===== src/rtl/regfile_write_queue_pkg.sv =====
// Shared widths and entry type for the regfile write queue and its lookup port.
package regfile_write_queue_pkg;

  localparam int WQ_ADDR_WIDTH = 2;
  localparam int WQ_DATA_WIDTH = 4;
  localparam int WQ_DEPTH      = 4;
  localparam int WQ_PTR_WIDTH  = $clog2(WQ_DEPTH);
  localparam int WQ_CNT_WIDTH  = WQ_PTR_WIDTH + 1;

  typedef struct packed {
    logic [WQ_ADDR_WIDTH-1:0] addr;
    logic [WQ_DATA_WIDTH-1:0] data;
  } entry_t;

endpackage


===== src/rtl/regfile_wq_lookup.sv =====
// Age-ordered forwarding lookup over the write-queue entries; youngest match wins.
module regfile_wq_lookup #(
  parameter int ADDR_WIDTH = 2,
  parameter int DATA_WIDTH = 4,
  parameter int DEPTH      = 4,
  localparam int PTR_W     = $clog2(DEPTH)
) (
  input  logic [DEPTH-1:0][ADDR_WIDTH-1:0] ent_addr,
  input  logic [DEPTH-1:0][DATA_WIDTH-1:0] ent_data,
  input  logic [DEPTH-1:0]                 ent_valid,
  input  logic [PTR_W-1:0]                 wr_ptr,
  input  logic [ADDR_WIDTH-1:0]            lookup_addr,
  output logic                             hit,
  output logic [DATA_WIDTH-1:0]            data
);

  logic [PTR_W-1:0] idx;

  // Walk from oldest (wr_ptr) to youngest (wr_ptr-1) so later matches override.
  always_comb begin
    hit  = 1'b0;
    data = '0;
    idx  = '0;
    for (int k = DEPTH - 1; k >= 0; k--) begin
      idx = wr_ptr - PTR_W'(k) - PTR_W'(1);
      if (ent_valid[idx] && ent_addr[idx] == lookup_addr) begin
        hit  = 1'b1;
        data = ent_data[idx];
      end
    end
  end

endmodule


===== src/rtl/regfile_write_queue.sv =====
// In-order write buffer in front of the regfile write port, with read-path forwarding.
module regfile_write_queue
  import regfile_write_queue_pkg::*;
#(
  parameter int ADDR_WIDTH = WQ_ADDR_WIDTH,
  parameter int DATA_WIDTH = WQ_DATA_WIDTH,
  parameter int DEPTH      = WQ_DEPTH,
  localparam int PTR_W     = $clog2(DEPTH),
  localparam int CNT_W     = PTR_W + 1
) (
  input  logic                  CLK,
  input  logic                  RESETN,
  input  logic                  in_valid,
  output logic                  in_ready,
  input  logic [ADDR_WIDTH-1:0] in_addr,
  input  logic [DATA_WIDTH-1:0] in_data,
  output logic                  out_valid,
  input  logic                  out_ready,
  output logic [ADDR_WIDTH-1:0] out_addr,
  output logic [DATA_WIDTH-1:0] out_data,
  input  logic [ADDR_WIDTH-1:0] lookup_addr,
  output logic                  lookup_hit,
  output logic [DATA_WIDTH-1:0] lookup_data,
  output logic [CNT_W-1:0]      count
);

  logic [DEPTH-1:0][ADDR_WIDTH-1:0] addr_q, addr_d;
  logic [DEPTH-1:0][DATA_WIDTH-1:0] data_q, data_d;
  logic [DEPTH-1:0]                 valid_q, valid_d;
  logic [PTR_W-1:0]                 wr_ptr_q, wr_ptr_d;
  logic [PTR_W-1:0]                 rd_ptr_q, rd_ptr_d;
  logic [CNT_W-1:0]                 count_q, count_d;
  logic                             full, empty, push, pop;

  always_comb begin
    full     = (count_q == CNT_W'(DEPTH));
    empty    = (count_q == '0);
    push     = in_valid & ~full;
    pop      = out_ready & ~empty;
    addr_d   = addr_q;
    data_d   = data_q;
    valid_d  = valid_q;
    wr_ptr_d = wr_ptr_q;
    rd_ptr_d = rd_ptr_q;
    count_d  = count_q;
    // push and pop never target the same slot: push needs ~full, pop needs ~empty.
    if (push) begin
      addr_d[wr_ptr_q]  = in_addr;
      data_d[wr_ptr_q]  = in_data;
      valid_d[wr_ptr_q] = 1'b1;
      wr_ptr_d          = wr_ptr_q + PTR_W'(1);
    end
    if (pop) begin
      valid_d[rd_ptr_q] = 1'b0;
      rd_ptr_d          = rd_ptr_q + PTR_W'(1);
    end
    case ({push, pop})
      2'b10:   count_d = count_q + CNT_W'(1);
      2'b01:   count_d = count_q - CNT_W'(1);
      default: count_d = count_q;
    endcase
  end

  always_ff @(posedge CLK) begin
    if (!RESETN) begin
      valid_q  <= '0;
      wr_ptr_q <= '0;
      rd_ptr_q <= '0;
      count_q  <= '0;
    end else begin
      valid_q  <= valid_d;
      wr_ptr_q <= wr_ptr_d;
      rd_ptr_q <= rd_ptr_d;
      count_q  <= count_d;
    end
  end

  // Payload is only meaningful under its valid bit, so it carries no reset.
  always_ff @(posedge CLK) begin
    if (RESETN) begin
      addr_q <= addr_d;
      data_q <= data_d;
    end
  end

  assign in_ready  = ~full;
  assign out_valid = ~empty;
  assign out_addr  = addr_q[rd_ptr_q];
  assign out_data  = data_q[rd_ptr_q];
  assign count     = count_q;

  regfile_wq_lookup #(
    .ADDR_WIDTH (ADDR_WIDTH),
    .DATA_WIDTH (DATA_WIDTH),
    .DEPTH      (DEPTH)
  ) u_lookup (
    .ent_addr    (addr_q),
    .ent_data    (data_q),
    .ent_valid   (valid_q),
    .wr_ptr      (wr_ptr_q),
    .lookup_addr (lookup_addr),
    .hit         (lookup_hit),
    .data        (lookup_data)
  );

endmodule


===== config.mk =====
export PLATFORM = sky130hd
export DESIGN_NAME = regfile_write_queue
export DESIGN_NICKNAME = d
export VERILOG_FILES = /design/src/rtl/regfile_write_queue_pkg.sv /design/src/rtl/regfile_wq_lookup.sv /design/src/rtl/regfile_write_queue.sv
export SDC_FILE = /design/constraint.sdc
export NUM_CORES = 1
export LEC_CHECK = 0
export ABC_AREA = 1
export CORE_MARGIN = 5
export CORE_UTILIZATION = 50
export DETAILED_ROUTE_END_ITERATION = 10
export PLACE_DENSITY_LB_ADDON = 0.08
export SLEW_MARGIN = 20
export SYNTH_ARGS = -nofsm -noshare
export SYNTH_HDL_FRONTEND = slang
export SYNTH_SLANG_ARGS = --single-unit

===== constraint.sdc =====
create_clock -name CLK -period 3.8 [get_ports CLK]
set_input_delay 0.38 -clock CLK [delete_from_list [all_inputs] [get_ports CLK]]
set_output_delay 0.38 -clock CLK [all_outputs]
set_load 0.005 [all_outputs]

==> results.md <==
- The tool flagged a number of max-cap violations equal to 0.
- Setup repair after global routing left no endpoint under its margin.
- Setup violations remaining at the end of the flow were counted as 0.
- The maximum resistive drop on vdd is 0.000527 V.
- The repair_antennas step left the layout with diodes totalling 0.
- Dividing total power by cell area gives a power density of 588 mW/mm^2.
- Compared with the post-synthesis result, the final layout area differs by 17.3%.
- The detailed-router iteration count before antenna repair is 4.
- The leftover overflow at the end of global routing is 0.
- The count of flip-flops with a built-in enable after synthesis is 24.
- The setup check on the worst reg-to-reg path leaves a slack of 1.79 ns.
- The max-slew violation count is 0.
- The remaining routing DRC violations is 0.
- The final weighted congestion of routability-driven global placement is 0.892.
- The average instance area after synthesis is 7.17 sq um.
- Counting flops with an async set or reset pin after synthesis yields a share of 0.
- The via count of the first global-routing pass is 2,014.
- The number of antenna violations at the first check in global routing came to 0.
- Once placement finished, the instance area stood at 0.00277 sq mm.
- The sequential fraction of the synthesis area is 0.377.
- The largest total area in the synthesized netlist belongs to sky130_fd_sc_hd__edfxtp_1.
- The leakage power summed over all cells is 1.24 nW.
- In this run the critical register-to-register path is captured at count[2].
- The number of violations reported at the end of detailed-routing iteration 0 is 232.
- Of all nets on the critical path, the largest fanout is 18.
- Once layout is complete, the utilization of the core stands at 0.611.
- The worst pin sits at a relative slew slack of 0.554.
- The final-report hold violation count is 0.
- In this run the most critical hold path is launched from count[0].
- The wire-length estimate of the detail-placed layout is 4440 um.
- The first global-routing pass estimated 9630 um of wire.
- The most used flip-flop cell after synthesis is sky130_fd_sc_hd__edfxtp_1.
- Counting instances, the worst hold path has a depth of 1.
- The share of the synthesized area in the top cell type is 0.289.
- Across every metal layer, demand over resource in global routing totals 0.195.
- The origin of the critical flop-to-flop path is count[0].
- The critical path required time is 3.42 ns.
- The total wire length after detailed routing is 5790 um.
- For hold timing, the worst endpoint is count[0].
- The die covers 0.00650 sq mm.
- The TritonCTS clock tree is done.
- The root buffer cell chosen for the clock tree is sky130_fd_sc_hd__clkbuf_8.
- The initial utilization of the core area, before any placement, comes to 0.521.
- STA classifies the critical path endpoint as an output pin.
- After synthesis the cells add up to 0.00249 sq mm.
- The worst min-delay path class is reg2reg.
- The count of nets left with antenna violations after detail routing is 0.
- After detailed routing, the average wire length per cell comes to 13.1 um.
- The H-tree depth is 2.
- The finished cells cover 0.00293 sq mm.
- The number of sinks on the clock net is 35.
- The count of buffers added on input and output ports is 27.
- The horizontal extent of the die is 80.6 um.
- In this run the deepest clock path goes through 2 buffers.
- The total negative slack for setup checks is 0 ns.
- The floorplan step defined a core boundary enclosing 0.00479 sq mm.
- The average via count per standard cell is 5.16.
- The critical setup path kind is reg2out.
- The number of vias in the routed layout is 2,274.
- The final cycle utilization of the critical path is 0.904.
- The cell count after synthesis is 348.
- The fraction of layout cells with a size suffix above 1 is 0.0642.
- The maximum clock rate is 0.291 GHz.
- The category of the worst setup path launch point is a flip-flop.
- The later pin in the worst-skew pair is clocked with a latency of 0.29 ns.
- Counting every net in the synthesized netlist gives 370.
- Across the routed clock network, the largest skew measured is 0.00588 ns.
- On the final layout, the worst hold slack is 0.480 ns.
- Synthesis inferred 35 register bits.
- The maximum number of pins on one net before global-route repair is 49.
- Sorting the synthesized cells by area gives the leading types as sky130_fd_sc_hd__edfxtp_1 29%, sky130_fd_sc_hd__nand2_1 16%, sky130_fd_sc_hd__o21ai_0 10%.
- During I/O placement, the number of pins put on the boundary was 28.
- Counting the buffers created by CTS gives 5.
- The run finished with clean final reports.
- For the pin with the worst max-slew slack, the measured transition is 0.667 ns.
- The die is 80.6 um tall.
- Synthesis instantiated 29 different standard cells from the library.
- The post-layout net count is 395.
- The clock transition at the registers of the reported paths is 0.07 ns.
- The Yosys step of the flow raised 0 warnings.
- The smallest clock period supported by the final layout is computed as 3.43 ns.
- The data arrival time of the critical path is 3.05 ns.
- The floorplan has 25 rows.
- The depth of the most critical reg-to-reg path is 11.
## timing repair
action	4_1_cts	5_1_grt
buffers inserted	0	2
setup endpoints to repair	0	5
resized for setup	0	3
hold buffers	0	0
## worst max-delay path by stage
| stage | start | to | slack (ns) | depth (start not counted) |
|---|---|---|---|---|
| after floorplan | wr_ptr_q[1] | lookup_data[0] | 1.36 | 13 |
| after global placement | wr_ptr_q[1] | lookup_data[0] | 0.55 | 12 |
| after detailed placement | wr_ptr_q[1] | lookup_data[1] | 0.46 | 14 |
| after CTS | wr_ptr_q[1] | lookup_data[1] | 0.12 | 14 |
| after global routing | wr_ptr_q[0] | lookup_data[3] | 0.06 | 14 |
| final | wr_ptr_q[0] | lookup_data[1] | 0.37 | 14 |
## cells in the final DEF, fill, tap and decap left out, types with 2 or more instances in the layout
cell type / Yosys / final
sky130_fd_sc_hd__dfxtp_1: 11 / 10
sky130_fd_sc_hd__clkinvlp_4: 0 / 2
sky130_fd_sc_hd__nor2_1: 24 / 24
sky130_fd_sc_hd__a21oi_1: 13 / 13
sky130_fd_sc_hd__nor4_1: 4 / 4
sky130_fd_sc_hd__a221oi_1: 4 / 4
sky130_fd_sc_hd__o21ai_1: 3 / 3
sky130_fd_sc_hd__clkdlybuf4s50_1: 0 / 27
sky130_fd_sc_hd__clkbuf_8: 0 / 5
sky130_fd_sc_hd__bufinv_16: 0 / 2
sky130_fd_sc_hd__nand2_2: 4 / 4
sky130_fd_sc_hd__buf_4: 3 / 4
sky130_fd_sc_hd__o22ai_1: 6 / 6
sky130_fd_sc_hd__nand2_1: 107 / 107
sky130_fd_sc_hd__o21ai_0: 52 / 52
sky130_fd_sc_hd__nand3_1: 31 / 31
sky130_fd_sc_hd__nand4_1: 4 / 4
sky130_fd_sc_hd__inv_1: 30 / 29
sky130_fd_sc_hd__edfxtp_1: 24 / 24
sky130_fd_sc_hd__ha_1: 9 / 8
## cells by family (layout without fill, tap and decap cells)
family | Yosys count | in the layout | share of synthesized area
AO/OA/AOI/OAI | 79 | 79 | 0.169
AND/OR/NAND/NOR | 179 | 179 | 0.312
buffers and inverters | 44 | 70 | 0.0853
XOR/XNOR | 1 | 1 | 0.00351
flip-flops | 35 | 35 | 0.377
adder cells (fa/ha/maj) | 10 | 10 | 0.0532
## cell type report
type	count	area (sq um)
Clock inverter	3	67.6
Fill cell	471	1860
Tap cell	67	83.8
Inverter	31	120
Clock buffer	5	68.8
Multi-Input combinational cell	269	1340
Timing Repair Buffer	31	300
Sequential cell	35	942
## layer usage
metal,track usage,vias up,part of all wire
li1,-,1227,-
met1,0.278,992,0.52
met2,0.287,47,0.42
met3,0.0359,8,0.039
met4,0.0828,0,0.019
met5,0,-,0
## flip-flops by register name, summed over array words and instances, names as in the netlist
register	count
data_q	16
addr_q	8
rd_ptr_q	2
valid_q	4
count	3
wr_ptr_q	2
## critical path, cell delays in order, from the launching register on
cell and delay [ns]:
sky130_fd_sc_hd__dfxtp_1 0.32, sky130_fd_sc_hd__inv_2 0.22, sky130_fd_sc_hd__ha_2 0.40, sky130_fd_sc_hd__inv_1 0.17, sky130_fd_sc_hd__nand2_1 0.07, sky130_fd_sc_hd__nand2_1 0.26, sky130_fd_sc_hd__nand2_1 0.13, sky130_fd_sc_hd__nand2_1 0.08
sky130_fd_sc_hd__nand2_1 0.06, sky130_fd_sc_hd__nand2_2 0.08, sky130_fd_sc_hd__nand3b_4 0.13, sky130_fd_sc_hd__nor2_1 0.12, sky130_fd_sc_hd__nor2_1 0.05, sky130_fd_sc_hd__a21oi_1 0.15, sky130_fd_sc_hd__clkdlybuf4s50_1 0.52
## metrics by stage
step | power (mW) | instances | setup slack, ns
2_1_floorplan | 1.03 | 348 | 1.36
3_3_place_gp | 1.31 | 431 | 0.550
3_5_place_dp | 1.31 | 431 | 0.458
4_1_cts | 1.72 | 439 | 0.122
5_1_grt | 1.86 | 441 | 0.0650
6_report | 1.72 | 441 | 0.366
## Yosys cell counts (all sizes together) (6+ instances only)
master,n
nand3,31
nand2,111
o22ai,6
ha,9
nor2,25
o21ai,55
dfxtp,11
edfxtp,24
a21oi,14
inv,31
buf,9
## power by group
part | internal, mW | switching, mW
registers | 0.452 | 0.0490
clock network | 0.262 | 0.139
logic | 0.357 | 0.461
total | 1.07 | 0.650
Power figures use the tool's default switching activity.
